### config.mk
export PLATFORM = sky130hd
export DESIGN_NAME = uart_rx
export DESIGN_NICKNAME = d
export VERILOG_FILES = /design/src/rtl/uart_rx.sv
export SDC_FILE = /design/constraint.sdc
export NUM_CORES = 1
export LEC_CHECK = 0
export ABC_CLOCK_PERIOD_IN_PS = 2900
export BUFFER_PORTS_ARGS = -buffer_cell sky130_fd_sc_hd__buf_2
export CAP_MARGIN = 20
export CELL_PAD_IN_SITES_DETAIL_PLACEMENT = 0
export CELL_PAD_IN_SITES_GLOBAL_PLACEMENT = 2
export CORE_UTILIZATION = 37
export CTS_CLUSTER_SIZE = 40
export DETAILED_ROUTE_END_ITERATION = 10
export PLACE_DENSITY_LB_ADDON = 0.05
export SYNTH_ARGS = -nofsm -noshare
export SYNTH_HDL_FRONTEND = slang
export SYNTH_SLANG_ARGS = --single-unit
export TNS_END_PERCENT = 1
### constraint.sdc
create_clock -name clk -period 2.9 [get_ports clk]
set_input_delay 0.145 -clock clk [delete_from_list [all_inputs] [get_ports clk]]
set_output_delay 0.145 -clock clk [all_outputs]
set_load 0.05 [all_outputs]
### src/rtl/uart_rx.sv
// rtl/uart_rx.sv - 8N1 UART receiver with mid-bit sampling, framing-error flag and break hold-off.
module uart_rx #(
    parameter int CLKS_PER_BIT = 5208,
    parameter int WIDTH        = 8
) (
    input  logic             clk,
    input  logic             rst_n,
    input  logic             rx_en,
    input  logic             serial_data_in,
    output logic [WIDTH-1:0] data_out,
    output logic             done,
    output logic             frame_err,
    output logic             busy
);

    localparam int CW = (CLKS_PER_BIT > 1) ? $clog2(CLKS_PER_BIT) : 1;
    localparam logic [CW-1:0] HALF_CNT = CW'((CLKS_PER_BIT - 1) / 2);
    localparam logic [CW-1:0] LAST_CNT = CW'(CLKS_PER_BIT - 1);
    localparam logic [2:0]    LAST_BIT = 3'(WIDTH - 1);

    typedef enum logic [2:0] {
        S_IDLE,
        S_START,
        S_DATA,
        S_STOP,
        S_BREAK
    } state_t;

    state_t           state_q, state_d;
    logic [CW-1:0]    clk_cnt_q, clk_cnt_d;
    logic [2:0]       bit_idx_q, bit_idx_d;
    logic [WIDTH-1:0] shift_q, shift_d;
    logic [WIDTH-1:0] data_q, data_d;
    logic             done_q, done_d;
    logic             ferr_q, ferr_d;
    logic             meta_q, meta_d;
    logic             rx_s_q, rx_s_d;

    always_comb begin
        meta_d    = serial_data_in;
        rx_s_d    = meta_q;
        state_d   = state_q;
        clk_cnt_d = clk_cnt_q + CW'(1);
        bit_idx_d = bit_idx_q;
        shift_d   = shift_q;
        data_d    = data_q;
        done_d    = 1'b0;
        ferr_d    = ferr_q;

        case (state_q)
            S_IDLE: begin
                clk_cnt_d = '0;
                if (rx_en && !rx_s_q) begin
                    state_d = S_START;
                end
            end
            S_START: begin
                if (clk_cnt_q == HALF_CNT) begin
                    state_d   = rx_s_q ? S_IDLE : S_DATA;
                    bit_idx_d = '0;
                end
            end
            S_DATA: begin
                // Counter wraps every bit so samples stay aligned to the start-bit midpoint.
                if (clk_cnt_q == LAST_CNT) begin
                    clk_cnt_d          = '0;
                    shift_d[bit_idx_q] = rx_s_q;
                    if (bit_idx_q == LAST_BIT) begin
                        state_d = S_STOP;
                    end else begin
                        bit_idx_d = bit_idx_q + 3'd1;
                    end
                end
            end
            S_STOP: begin
                if (clk_cnt_q == LAST_CNT) begin
                    done_d = 1'b1;
                    if (rx_s_q) begin
                        data_d  = shift_q;
                        ferr_d  = 1'b0;
                        state_d = S_IDLE;
                    end else begin
                        ferr_d  = 1'b1;
                        state_d = S_BREAK;
                    end
                end
            end
            S_BREAK: begin
                clk_cnt_d = '0;
                if (rx_s_q) begin
                    state_d = S_IDLE;
                end
            end
            default: begin
                state_d = S_IDLE;
            end
        endcase

        if (state_d != state_q) begin
            clk_cnt_d = '0;
        end
    end

    always_ff @(posedge clk) begin
        if (!rst_n) begin
            state_q   <= S_IDLE;
            clk_cnt_q <= '0;
            bit_idx_q <= '0;
            shift_q   <= '0;
            data_q    <= '0;
            done_q    <= 1'b0;
            ferr_q    <= 1'b0;
            meta_q    <= 1'b1;
            rx_s_q    <= 1'b1;
        end else begin
            state_q   <= state_d;
            clk_cnt_q <= clk_cnt_d;
            bit_idx_q <= bit_idx_d;
            shift_q   <= shift_d;
            data_q    <= data_d;
            done_q    <= done_d;
            ferr_q    <= ferr_d;
            meta_q    <= meta_d;
            rx_s_q    <= rx_s_d;
        end
    end

    assign data_out  = data_q;
    assign done      = done_q;
    assign frame_err = ferr_q;
    assign busy      = (state_q != S_IDLE);

endmodule

---- After elaboration in Yosys (flattened, before gate mapping) ----
Index checks and enable logic that the tools add are counted.
storage, ports and cells
  logic and storage cells ................. 58
  output and inout bits ................... 11
  register bits ........................... 39
cells by class
  eq/ne operators ......................... 11
  add/subtract/negate cells ............... 2
  muxes and demuxes ....................... 20
  bitwise gates (word level) .............. 1
  reduce and logical (&&, ||, !) cells .... 13
  magnitude comparators ................... 2
operators with widths
  kind                                                                          number
  3-bit 2-to-1 mux                                                              10
  13-bit one-hot mux with 2 select lines                                        1
  3-bit one-hot mux with 5 select lines                                         1
  13-bit by 1-bit adder with 13-bit output, second input constant               1
  13-bit by 12-bit == test with 1-bit output, second input constant             1
  13-bit == test, second input constant                                         1
  13-bit 2-to-1 mux                                                             1
  8-bit bitwise mux                                                             1
  3-bit by 2-bit == test with 1-bit output, second input constant               2
  3-bit == test, second input constant                                          2
  2-bit != test, second input constant                                          3
  3-bit one-hot mux with 2 select lines                                         1
  2-bit AND reduction                                                           3
  3-bit by 4-bit less-than comparator with 1-bit output, second input constant  1
  4-bit AND reduction                                                           1
  2-bit OR reduction                                                            2
  3-bit by 1-bit adder with 3-bit output, second input constant                 1
  1-bit demux with 3-bit select                                                 1
  3-bit by 1-bit == test with 1-bit output, second input constant               1
  3-bit by 1-bit >= comparator with 1-bit output, second input constant         1
  3-bit logical NOT                                                             1
  1-bit 2-to-1 mux                                                              3
  3-bit != test                                                                 1
  3-bit AND reduction                                                           1
  other kinds (6)                                                               7

---- Logic depth before layout (Yosys ltp) ----
  depth in word-level cells ............... 6
  depth in mapped cells ................... 7

---- Least setup slack after synthesis ----
OpenSTA, ideal clock, no wires.
  kind .................................... register -> register
  start point ............................. register clk_cnt_q[0]
  end point ............................... register clk_cnt_q[0]
  cell stages (with the launch flop) ...... 7
  data arrival time ....................... 1.896 ns
  period minus slack after synthesis ...... 2.022 ns
  library setup time ...................... 0.126 ns
  buffers on the path ..................... 0
  data required time ...................... 2.774 ns
  slack ................................... 0.878 ns
  path through ............................ dfxtp_1 > ha_1 > or4bb_1 > nor4_2 > nor2_1 > o211ai_2 > nor3_1
between the ends
  longest elaborated chain between the ends .. 5
  elaborated cells between the ends (all ways) .. 11
  those cells by class .................... add/sub (1); eq/ne (3); mux (6); reduce/logical (1)
ends and longest elaborated chain
  item                                                                              line  text
  start: declaration                                                                30    logic [CW-1:0] clk_cnt_q, clk_cnt_d;
  start signal: assignment                                                          117   clk_cnt_q <= clk_cnt_d;
  branches (longest 5 deep; another with 13-bit by 1-bit adder with 13-bit output)  -
Several ways; the timed one is not identified.
A chain may end at the register's enable or synchronous reset.

---- Worst setup path in the final report ----
Ends and elaborated chain as after synthesis.

==> qor.csv <==
stage;metric;value;unit
die;pin_count;15;
sta;min_period;2350;ps
run_status;status;complete, no violations;
placement;dp_hpwl;2770;um
layout;fillers;489;
setup_path;ff2ff_setup_slack;550;ps
power;p_leak;0.799;nW
setup_path;critPathRequiredTime;3070;ps
route;wl_per_cell;13.3;um
layout;regArea;781;um^2
setup_path;r2r_cells;6;
sta;hold_violations;0;
layout;drive_gt1_frac;0.164;
grt;grt_usage;0.160;
clock_network;postCtsHoldBufs;0;
sta;slew_headroom;0.671;
route;dr.first_iter.drc_count;37;
die;die_area;5490;um^2
layout;nNetsFinal;225;
die;start_util;0.396;
die;placementRows;25;
grt;gr-total-overflow;0;
route;wirelength;3820;um
route;vias;1451;
die;die_y;74.1;um
sta;finalCritPeriodShare;0.810;
sta;setup_slack;552;ps
layout;area_delta_synth_final;9.96;%
route;drc;0;
placement;io_buffers;14;
sta;finalSetupViolations;0;
synth;synth_cells;207;
sta;fmax;426;MHz
grt;grt_pass1_vias;1371;
placement;gp_congestion;0.839;
synth;ys_ff_latch;39;
synth;yosys.area.top_type;dfxtp_1;
power;p_total;0.000920;W
synth;yosysSeqAreaShare;0.406;
setup_path;r2r-start;clk_cnt_q[0];
hold_path;min_from;serial_data_in;
clock_network;cts_buffers;5;
synth;ys_top_cells_by_area;dfxtp_1 41%, mux2i_1 7.8%, nand2_1 4.5%;
sta;rsz0062_at_grt;no;
sta;finalSetupTns;0;ps
synth;syn_area;1920;um^2
route;vias_per_cell;5.07;
synth;synth_edf_count;0;
clock_network;clkTransAtPathRegs;70;ps
setup_path;cp-start-kind;flip-flop;
hold_path;min_path_cells;2;
sta;finClkSkew;5.30;ps
flow_run;cap_violations;0;
synth;synthFlopType;dfxtp_1;
hold_path;holdPathEnd;meta_q;
clock_network;postCtsSetupBuffers;0;
sta;final-max-slew-violation-count;0;
sta;holdWs;30.3;ps
power;ir_drop;0.000245;V
route;first_pass_iters;4;
grt;grt_max_degree;28;
layout;multi_input_area;1090;um^2
synth;post_synth_num_cell_types;49;
clock_network;clockBufferDepth;2;
layout;finish.utilization;0.436;
grt;grt_pass1_wl;6450;um
setup_path;worstSetupPathType;reg -> reg;
clock_network;cts.htree.levels;2;
setup_path;rr_endpoint;clk_cnt_q[0];
die;core_area;4850;um^2
power;power_density;435;nW/um^2
setup_path;critPathCaptureType;flip-flop;
clock_network;root_buffer;clkbuf_8;
synth;yosysTopAreaCellShare;0.406;
setup_path;path_max_fanout;6;
clock_network;tritoncts;yes;
clock_network;cts_resized;0;
synth;ys_warn_count;0;
layout;diodes;0;
clock_network;cts.sinks;39;
sta;worst_pin_slew;490;ps
grt;antenna_found_initial;0;
synth;syn_avg_cell_area;9.28;um^2
clock_network;worstSkewPairLatency;290;ps
die;die_w;74.1;um
setup_path;crit_arrival;2520;ps
synth;async_reset_ff_frac;0;
placement;preCtsSetupSlack;517;ps
hold_path;min_path_type;in -> reg;
route;antenna_left;0;
synth;syn_nets;214;
## layer usage
metal	up-vias	wire length (um)	GRT usage
li1	748	-	-
met1	679	2010	0.225
met2	19	1620	0.228
met3	5	135	0.0447
met4	0	60	0.0641
met5	-	0	0
## flip-flops by register name, summed over array words and instances, names as in the netlist
name	flops
clk_cnt_q	13
data_out	8
shift_q	8
bit_idx_q	3
state_q	3
done	1
frame_err	1
meta_q	1
rx_s_q	1
## cell families after synthesis
family                     Yosys count  share of synthesized area
adders and majority gates            3                     0.0195
buffers and inverters               11                     0.0267
and+or+nand+nor                    111                      0.356
xor gates and xnor gates            11                     0.0501
DFF                                 39                      0.406
muxes                               15                     0.0781
AOI/OAI and AO/OA                   17                     0.0631
## where the power goes
| part | switching (W) | internal, W | total [W] |
|---|---|---|---|
| Sequential | 0.00000356 | 0.000537 | 0.000541 |
| Clock | 0.000188 | 0.000168 | 0.000356 |
| Combinational | 0.0000146 | 0.00000888 | 0.0000235 |
## layout by cell type, fill, tap and decap left out, types with 3 or more instances in the layout
cell type / instances
dfxtp_1: 39
nand2_1: 23
nor2_1: 22
mux2i_1: 15
buf_2: 14
nor2b_1: 11
nand3_1: 11
xnor2_1: 6
xor2_1: 5
nor3_1: 5
clkbuf_8: 5
nand2b_1: 4
and3_1: 4
nand4_1: 3
o21ai_0: 3
nor3b_1: 3
ha_1: 3
## how the worst max path moves through the flow
stage,startpoint,end,slack [ps]
floorplan,clk_cnt_q[0],clk_cnt_q[0],880
global placement,clk_cnt_q[0],clk_cnt_q[0],630
detailed placement,clk_cnt_q[0],clk_cnt_q[2],520
CTS,clk_cnt_q[0],clk_cnt_q[11],490
global route,clk_cnt_q[0],clk_cnt_q[11],330
finish,clk_cnt_q[0],clk_cnt_q[0],550
## per-stage QoR
step	cells	instance area, um^2
final	286	2110
after detailed placement	278	2030
after global placement	278	2030
after global routing	286	2110
after CTS	286	2110
after floorplan	207	1920
## Yosys cell counts, types with 2 or more instances
cell / n
dfxtp_1: 39
nand2_1: 23
nor2_1: 22
mux2i_1: 15
nand3_1: 11
nor2b_1: 11
clkbuf_1: 7
xnor2_1: 6
nor3_1: 5
xor2_1: 5
and3_1: 4
nand2b_1: 4
ha_1: 3
nand4_1: 3
nor3b_1: 3
o21ai_0: 3
a21boi_0: 2
a21oi_1: 2
and2_1: 2
and4_1: 2
buf_2: 2
nand4b_1: 2
nor4_2: 2
nor4b_1: 2
o21a_1: 2
or3b_2: 2
## final cells by class
cell class,count,area share
Multi-Input combinational cell,157,0.516
Clock buffer,6,0.0343
Tap cell,67,0.0397
Clock inverter,2,0.00592
Inverter,1,0.00178
Sequential cell,39,0.369
Timing Repair Buffer,14,0.0332
## worst max-delay path, cell delays in order (launching register included)
cell and delay, ps:
dfxtp_1 370, ha_1 290, or4bb_1 520, nor4_2 420, nor2_1 170, o211ai_2 370
nor3_1 90
Power figures use the tool's default switching activity.
